### src/rtl/pipe_pkg.sv
// Shared pipeline types for the MEM and WB stages.
// Widths, MEM FSM states, request latch and MEM/WB bundle.
package pipe_pkg;

    localparam int DATA_W = 32;
    localparam int REG_W  = 5;

    typedef enum logic {
        IDLE = 1'b0,
        WAIT = 1'b1
    } mem_state_t;

    typedef struct packed {
        logic              regwrite;
        logic              memtoreg;
        logic [DATA_W-1:0] readdata;
        logic [DATA_W-1:0] aluout;
        logic [REG_W-1:0]  writereg;
        logic [31:0]       instr;
        logic              valid;
    } mem_wb_t;

    typedef struct packed {
        logic              regwrite;
        logic              memtoreg;
        logic              memwrite;
        logic [DATA_W-1:0] addr;
        logic [DATA_W-1:0] wdata;
        logic [REG_W-1:0]  writereg;
        logic [31:0]       instr;
    } mem_req_t;

endpackage

### src/rtl/mem_wb_reg.sv
// MEM/WB pipeline register.
// Bubble clears every field; load captures the next bundle.
module mem_wb_reg
    import pipe_pkg::*;
(
    input  logic    clk,
    input  logic    reset_n,
    input  logic    load,
    input  logic    bubble,
    input  mem_wb_t d,
    output mem_wb_t q
);

    // Bubble wins over load so an aborted access never leaks into WB.
    always_ff @(posedge clk or negedge reset_n) begin
        if (!reset_n) begin
            q <= '0;
        end else if (bubble) begin
            q <= '0;
        end else if (load) begin
            q <= d;
        end
    end

endmodule

### src/rtl/mem_wb_stage.sv
// MEM stage: data-memory req/ack handshake, pipeline stall,
// timeout abort and the MEM/WB pipeline register.
module mem_wb_stage
    import pipe_pkg::*;
#(
    parameter int DW          = DATA_W,
    parameter int RW          = REG_W,
    parameter int ACK_TIMEOUT = 15
) (
    input  logic          clk,
    input  logic          reset_n,
    input  logic          regwriteM,
    input  logic          memtoregM,
    input  logic          memwriteM,
    input  logic [DW-1:0] aluoutM,
    input  logic [DW-1:0] writedataM,
    input  logic [RW-1:0] writeregM,
    input  logic [31:0]   instrM,
    output logic          stallM,
    output logic          dmem_req,
    output logic          dmem_we,
    output logic [DW-1:0] dmem_addr,
    output logic [DW-1:0] dmem_wdata,
    input  logic          dmem_ack,
    input  logic [DW-1:0] dmem_rdata,
    output logic          regwriteW,
    output logic          memtoregW,
    output logic [DW-1:0] readdataW,
    output logic [DW-1:0] aluoutW,
    output logic [RW-1:0] writeregW,
    output logic [31:0]   instrW,
    output logic          validW,
    output logic          misalign_err,
    output logic          bus_err
);

    localparam int            CW       = $clog2(ACK_TIMEOUT + 1);
    localparam logic [CW-1:0] CNT_LAST = CW'(ACK_TIMEOUT - 1);

    mem_state_t    state;
    logic [CW-1:0] cnt;
    mem_req_t      req_m;
    mem_req_t      req_q;
    mem_req_t      req_sel;
    mem_wb_t       w_d;
    mem_wb_t       w_q;
    logic          mem_op;
    logic          misaligned;
    logic          issue;
    logic          in_wait;
    logic          timeout;
    logic          done;
    logic          w_load;

    assign mem_op     = memtoregM | memwriteM;
    assign misaligned = mem_op & (aluoutM[1:0] != 2'b00);
    assign issue      = (state == IDLE) & mem_op & ~misaligned;
    assign in_wait    = (state == WAIT);
    assign timeout    = in_wait & (cnt == CNT_LAST);

    // Request fields straight from EX/MEM, or the copy held across WAIT.
    always_comb begin
        req_m          = '0;
        req_m.regwrite = regwriteM;
        req_m.memtoreg = memtoregM;
        req_m.memwrite = memwriteM;
        req_m.addr     = aluoutM;
        req_m.wdata    = writedataM;
        req_m.writereg = writeregM;
        req_m.instr    = instrM;
        req_sel        = in_wait ? req_q : req_m;
    end

    // Reset gates the handshake so an aborted access drops at once.
    assign dmem_req   = reset_n & (issue | (in_wait & ~timeout));
    assign stallM     = dmem_req & ~dmem_ack;
    assign dmem_we    = dmem_req & req_sel.memwrite;
    assign dmem_addr  = req_sel.addr;
    assign dmem_wdata = req_sel.wdata;

    assign done   = dmem_req & dmem_ack;
    assign w_load = ((state == IDLE) & ~mem_op) | done;

    // Next WB bundle; stores never write the register file.
    always_comb begin
        w_d          = '0;
        w_d.regwrite = req_sel.regwrite & ~req_sel.memwrite;
        w_d.memtoreg = req_sel.memtoreg;
        w_d.readdata = req_sel.memtoreg ? dmem_rdata : '0;
        w_d.aluout   = req_sel.addr;
        w_d.writereg = req_sel.writereg;
        w_d.instr    = req_sel.instr;
        w_d.valid    = 1'b1;
    end

    // FSM, request latch, timeout counter and error pulses.
    always_ff @(posedge clk or negedge reset_n) begin
        if (!reset_n) begin
            state        <= IDLE;
            cnt          <= '0;
            req_q        <= '0;
            misalign_err <= 1'b0;
            bus_err      <= 1'b0;
        end else begin
            misalign_err <= (state == IDLE) & misaligned;
            bus_err      <= timeout;
            unique case (state)
                IDLE: begin
                    if (issue & ~dmem_ack) begin
                        state <= WAIT;
                        req_q <= req_m;
                        cnt   <= '0;
                    end
                end
                WAIT: begin
                    if (timeout | dmem_ack) begin
                        state <= IDLE;
                        cnt   <= '0;
                    end else begin
                        cnt <= cnt + CW'(1);
                    end
                end
            endcase
        end
    end

    mem_wb_reg u_wreg (
        .clk     (clk),
        .reset_n (reset_n),
        .load    (w_load),
        .bubble  (~w_load),
        .d       (w_d),
        .q       (w_q)
    );

    assign regwriteW = w_q.regwrite;
    assign memtoregW = w_q.memtoreg;
    assign readdataW = w_q.readdata;
    assign aluoutW   = w_q.aluout;
    assign writeregW = w_q.writereg;
    assign instrW    = w_q.instr;
    assign validW    = w_q.valid;

endmodule
### config.mk
export PLATFORM = sky130hd
export DESIGN_NAME = mem_wb_stage
export DESIGN_NICKNAME = d
export VERILOG_FILES = /design/src/rtl/pipe_pkg.sv /design/src/rtl/mem_wb_reg.sv /design/src/rtl/mem_wb_stage.sv
export SDC_FILE = /design/constraint.sdc
export NUM_CORES = 1
export LEC_CHECK = 0
export CORE_MARGIN = 3
export CORE_UTILIZATION = 32
export CTS_CLUSTER_SIZE = 16
export DETAILED_ROUTE_END_ITERATION = 7
export PLACE_DENSITY_LB_ADDON = 0.12
export SKIP_LAST_GASP = 1
export SYNTH_ARGS = -nofsm -noshare
export SYNTH_HDL_FRONTEND = slang
export SYNTH_HIERARCHICAL = 1
export SYNTH_SLANG_ARGS = --single-unit
### constraint.sdc
create_clock -name clk -period 2.2 [get_ports clk]
set_input_delay 0.22 -clock clk [delete_from_list [all_inputs] [get_ports clk]]
set_output_delay 0.22 -clock clk [all_outputs]
set_load 0.1 [all_outputs]
==> results of run 1 <==
registers in the layout, summed over array words and instances (netlist names):
name / flops
in_wait: 1
req_q: 104
u_wreg/q: 104
cnt: 4
misalign_err: 1
bus_err: 1
stage by stage:
stage	util	setup TNS [ns]	power (mW)	hold slack, ns	instance area [µm²]
6_report	0.4762	0	13.47	0.1504	15570
5_1_grt	0.4762	-0.7948	14.08	0.1417	15570
4_1_cts	0.4727	-1.423	13.63	0.1378	15460
3_5_place_dp	0.4403	0	8.909	0.04661	14400
3_3_place_gp	0.4403	0	8.878	0.04504	14400
2_1_floorplan	-	-0.4031	7.638	-0.07559	10690
power groups by stage:
stage / Sequential [mW] / Clock, mW / Combinational, mW
3_5_place_dp: 4.81 / 0 / 4.10
3_3_place_gp: 4.81 / 0 / 4.07
4_1_cts: 4.76 / 4.72 / 4.15
6_report: 4.77 / 4.57 / 4.13
2_1_floorplan: 5.22 / 0 / 2.42
5_1_grt: 4.83 / 4.90 / 4.35
repair_timing:
action,in CTS,in global routing
buffers inserted,2,2
pin swaps,2,3
gates resized for setup,11,16
setup endpoints to repair,66,66
endpoints found under the hold margin,71,0
gates cloned,2,2
hold buffers,1,0
how the worst max path moves through the flow:
stage | startpoint | end
3_5_place_dp | aluoutM[1] | req_q[21]$_DFFE_PN0P_
2_1_floorplan | cnt[0]$_DFFE_PN0P_ | dmem_we
3_3_place_gp | aluoutM[1] | req_q[23]$_DFFE_PN0P_
5_1_grt | in_wait$_DFF_PN0_ | dmem_we
6_report | in_wait$_DFF_PN0_ | dmem_we
4_1_cts | in_wait$_DFF_PN0_ | dmem_wdata[24]
routing by layer:
layer / part of all wire / track usage
met3: 0.096 / 0.06344
met4: 0.018 / 0.03065
met2: 0.43 / 0.2331
met5: 0.00063 / 0
met1: 0.45 / 0.2146
placed cells by master (no fill, tap or decap), types with 2 or more instances in the layout:
master / instances
and2_1: 2
buf_12: 82
buf_16: 3
buf_4: 128
buf_6: 3
bufinv_16: 3
clkbuf_1: 2
clkbuf_16: 29
clkbuf_8: 7
clkdlybuf4s50_1: 137
clkinv_2: 8
dfrtp_1: 214
ha_1: 2
inv_1: 7
mux2_2: 136
mux2_4: 67
mux2i_1: 104
nand2_1: 2
nand3_1: 2
nor2_1: 107
nor2b_1: 34
nor3b_4: 2
o21ai_0: 2
logic make-up (layout without fill, tap and decap cells):
family,Yosys count,after routing,share of synthesized area
AO/OA/AOI/OAI,11,11,0.007970
adder cells (fa/ha/maj),2,2,0.002343
buffers and inverters,123,413,0.08542
flip-flops,215,215,0.5039
multiplexers,309,309,0.3338
other,1,1,0.0003512
AND/OR/NAND/NOR,156,156,0.06621
area by class of cell:
class	instances	area, µm²	share of cell area
clock buffers	36	779.5	0.05006
clock inverters	12	141.4	0.009079
inverters	8	30.03	0.001928
multi-input cells	479	4519	0.2902
flip-flops and latches	215	5384	0.3457
well taps	442	553.0	0.03551
repair buffers	357	4165	0.2675
==> results.yml, run 1 <==
logic_synthesis:
  yosys_warnings: 6
  yosys.area.top_type: "dfrtp_1"
  netlist.area_leader.share: 0.5039
  synth_flop_cell: "dfrtp_1"
  synth_edf_count: 0
  syn_area_um2: 10680
  async_flop_share: 1.000
  synth_area_leaders: "dfrtp_1 (50%), mux2_2 (15%), mux2i_1 (9.9%), mux2_4 (8.2%), buf_4 (4.9%)"
  synth_cell_type_count: 35
  avgSynthCellArea_um2: 13.07
  netlist_instances: 817
  syn_nets: 958
  yosysMostFrequentCell: "dfrtp_1"
  synth-seq-cells: 215
  synth_common_cells: "dfrtp_1 (215), mux2_2 (145), nor2_1 (107)"
  seq_area_frac_synth: 0.5039
global_routing:
  grt_pass1_vias: 7450
  grt_start_max_net_pins: 145
  grt_pass1_wl_um: 44470
  antenna_found_initial: 2
  overflow: 0
  grt_usage: 0.1560
floorplanning:
  placeableCoreArea_um2: 32700
  start_util: 0.3265
  die_x_um: 188.7
  rows: 66
  ioPinCount: 312
  die_y_um: 188.7
  die_area_um2: 35600
clocking:
  cts_root_buffer: "clkbuf_16"
  cts.path.max_buffers: 3
  cts_htree_levels: 1
  cts_buffers: 27
  cts_tree: "built"
  cts_sinks: 215
  path_clk_slew_ns: 0.06
  clk_latency_ns: 0.52
route:
  wl_per_cell_um: 18.53
  antenna_left: 0
  viasPerCell: 4.475
  postRouteWirelength_um: 28700
  drc: 0
  drt_iter0_drc: 264
  firstDrtPassIters: 4
  vias: 6932
critical_path:
  r2r_start: "in_wait$_DFF_PN0_"
  cp_cell_sequence: "buf_6 > buf_6 > mux2i_2 > nor3b_4 > buf_12"
  cpMostUsedCell: "buf_6"
  ff2ff_setup_slack_ns: 0.10
  r2r_end: "u_wreg/q[13]$_DFFE_PN0P_"
  crit_type: "reg2out"
  cp_slowest_stage_delay_ns: 0.54
  slowest_stage: "dfrtp_4"
  worstPathRequired_ns: 1.98
  crit_path_end_kind: "output pin"
  arrival_ns: 1.96
  worstRegToRegCells: 8
  cp_top_family: "flip-flops"
  path_depth: 5
  cp-start-kind: "flip-flop"
  path_buf_inv: 3
  cp_max_fo: 7
place:
  gp_congestion: 0.7357
  dpl.hpwl_um: 18700
  place_ws_ns: 0.005067
  dp_cells: 1493
  io_buffers: 311
power:
  pwr-share-clk: 0.339
  p_comb_frac: 0.307
  power.density_nw_per_um2: 865.1
  power_switching_share: 0.3229
  p_leak_nw: 7.128
  seq_power_share: 0.354
  p_int_mw: 9.121
  p_sw_mw: 4.350
  vdd_drop_max_mv: 0.5104
sta:
  fin_worst_skew_ns: 0.009875
  fmax_ghz: 0.4588
  slew_headroom: 0.4658
  min_period_ns: 2.180
  grt_setup_unrepaired: "yes"
  hold_viol: 0
  worstMarginPinSlew_ns: 0.8012
  setup_ws_ns: 0.02048
  drv_slew: 0
  fin_crit_sh: 0.9907
  report.final.setup_viol: 0
layout:
  fill_cells: 3030
  post_route_cells_drive_above_1_share: 0.4345
  syn2layout_area_growth_pct: 45.84
  fin_cells: 1549
  nNetsFinal: 1229
  diodes: 0
run_status:
  status: "completed"
run:
  drv_cap: 0
worst_hold_path:
  hold_class: "in2async"
No activity file was read; power rests on OpenSTA's default activity.
==> inputs of run 2 (changes only) <==
Settings changed: TNS_END_PERCENT set to 100.
==> results of run 2 <==
Final layout, timing and power as in run 1 (identical DEF).
==> inputs of run 3 (changes only) <==
Settings changed: SKIP_LAST_GASP 1 to not set, SLEW_MARGIN set to 30.
Clock period 2.2 ns to 1.9 ns, I/O delays scaled along.
==> run 3 against run 2 <==
The run now ends with setup timing left. Worst setup slack worse by 0.27 ns. Sequential share of layout area is 1.8 points lower. Clock power increased by 9.6%. Global-route usage grew 0.57 points. Final cell count rose by 2.9%. Combinational power increased by 23%. Non-clock buffer count is 45 higher. First-iteration DRC count stayed put. Total power increased by 16%. Routed wire length grew 6.9%. Sequential cell count stayed put. Critical path depth did not move. Critical endpoint is now dmem_wdata[21].
==> results.yml, run 3 (synthesis results as in run 1) <==
worst_hold_path:
  hold_class: "in2reg"
  holdPathStages: 2
  hold_start: "aluoutM[18]"
  min_to: "req_q[87]$_DFFE_PN0P_"
global_routing:
  grt_usage: 0.1617
  use_met2: 0.2437
  grt_busiest_layer: "met2"
  met1_usage: 0.2246
  grt_pass1_wl_um: 45810
  grt_start_max_net_pins: 104
  grt_pass1_vias: 7468
  antenna_found_initial: 0
  grt.met3_usage: 0.05433
  overflow: 0
critical_path:
  cpMostUsedCell: "buf_12"
  crit_path_end_kind: "output pin"
  cp_slowest_stage_delay_ns: 0.49
  arrival_ns: 1.96
  worstRegToRegCells: 9
  cp_cell_sequence: "buf_12 > buf_12 > clkbuf_16 > mux2_2 > buf_12"
  slowest_stage: "dfrtp_4"
  ff2ff_setup_slack_ns: -0.11
  worstPathRequired_ns: 1.71
  r2r_end: "u_wreg/q[12]$_DFFE_PN0P_"
  cp-start-kind: "flip-flop"
  cp_max_fo: 8
  r2r_start: "in_wait$_DFF_PN0_"
  crit_type: "reg2out"
place:
  gp_congestion: 0.7340
  dpl.hpwl_um: 19470
  place_ws_ns: -0.3012
  io_buffers: 311
sta:
  worstMarginPinSlew_ns: 0.6086
  drv_slew: 0
  min_period_ns: 2.147
  setup_ws_ns: -0.2472
  grt_setup_unrepaired: "yes"
  holdWs_ns: 0.3016
  hold_viol: 0
  fin_worst_skew_ns: 0.01367
  report.final.setup_viol: 137
  slew_headroom: 0.5943
  fmax_ghz: 0.4657
  fin_crit_sh: 1.130
floorplanning:
  rows: 66
  start_util: 0.3265
  die_x_um: 188.7
  placeableCoreArea_um2: 32700
  die_area_um2: 35600
  die_y_um: 188.7
  ioPinCount: 312
layout:
  reg_top3: "req_q x104, u_wreg/q x104, cnt x4"
  mostFrequentLayoutCells: "dfrtp_1 (214), mux2_2 (138), clkdlybuf4s50_1 (137)"
  final_common_cell: "dfrtp_1"
  syn2layout_area_growth_pct: 53.75
  nNetsFinal: 1275
  final_core_util: 0.5020
  post_route_cells_drive_above_1_share: 0.4570
  fill_cells: 2904
  multi_input_area_um2: 4574
  seq_area_um2: 5384
run:
  drv_cap: 0
run_status:
  violations: "setup timing"
  status: "finished with violations"
route:
  drt_iter0_drc: 264
  firstDrtPassIters: 4
  wl_per_cell_um: 19.24
  viasPerCell: 4.517
  antenna_left: 0
  postRouteWirelength_um: 30680
  drc: 0
  vias: 7200
clocking:
  cts_tree: "built"
  cts_sinks: 215
  cts.path.max_buffers: 3
  cts_buffers: 26
  path_clk_slew_ns: 0.06
  cts_htree_levels: 1
  cts_root_buffer: "clkbuf_16"
  clk_latency_ns: 0.53
power:
  p_leak_nw: 7.501
  vdd_drop_max_mv: 0.6052
  power.density_nw_per_um2: 951.8
-- run 3: worst max-delay path: cells and delay by family (launching register included) --
kind     cells  cell delay [ns]
flops        1             0.49
buf+inv      4             0.64
mux          1             0.30
-- run 3: area by class of cell --
type,count,share of cell area
Inverter,8,0.001829
Multi-Input combinational cell,481,0.2786
Tap cell,442,0.03369
Timing Repair Buffer,402,0.3058
Antenna cell,1,0.0001524
Clock buffer,38,0.04672
Clock inverter,7,0.005183
Sequential cell,215,0.3279
-- run 3: what timing repair did --
item | 4_1_cts | 5_1_grt
endpoints found under the setup margin | 108 | 236
gates cloned | 8 | 15
resized for setup | 26 | 49
endpoints found under the hold margin | 169 | 0
hold buffers | 1 | 0
pin swaps | 3 | 25
setup buffers | 22 | 13
-- run 3: how the worst max path moves through the flow --
stage / end / start / slack [ns]
finish: dmem_wdata[21] / in_wait$_DFF_PN0_ / -0.25
global placement: u_wreg/q[80]$_DFFE_PN0P_ / aluoutM[0] / -0.26
global route: dmem_addr[23] / in_wait$_DFF_PN0_ / -0.31
detailed placement: u_wreg/q[86]$_DFFE_PN0P_ / aluoutM[0] / -0.30
CTS: dmem_wdata[6] / in_wait$_DFF_PN0_ / -0.28
floorplan: u_wreg/q[100]$_DFFE_PN0P_ / in_wait$_DFF_PN0_ / 0.002
-- run 3: layer usage --
layer  part of all wire  vias up
met3              0.076       43
met2               0.44      208
met5                  0        -
met1               0.46     3570
li1                   -     3379
met4              0.023        0
-- run 3: report_power, final --
| part | switching [mW] | internal (mW) | total [mW] |
|---|---|---|---|
| Combinational | 2.78 | 2.33 | 5.10 |
| Clock | 1.96 | 3.04 | 5.01 |
| Sequential | 0.318 | 5.20 | 5.52 |
-- run 3: through the flow --
stage / area (µm²) / TNS, ns / power (mW) / std cells
after CTS: 16020 / -22.21 / 15.74 / 1576
after detailed placement: 14600 / -48.24 / 10.37 / 1501
after global placement: 14570 / -44.44 / 10.34 / 1500
after global routing: 16410 / -26.41 / 16.32 / 1593
final: 16420 / -15.26 / 15.63 / 1594
after floorplan: 10730 / 0 / 8.858 / 817
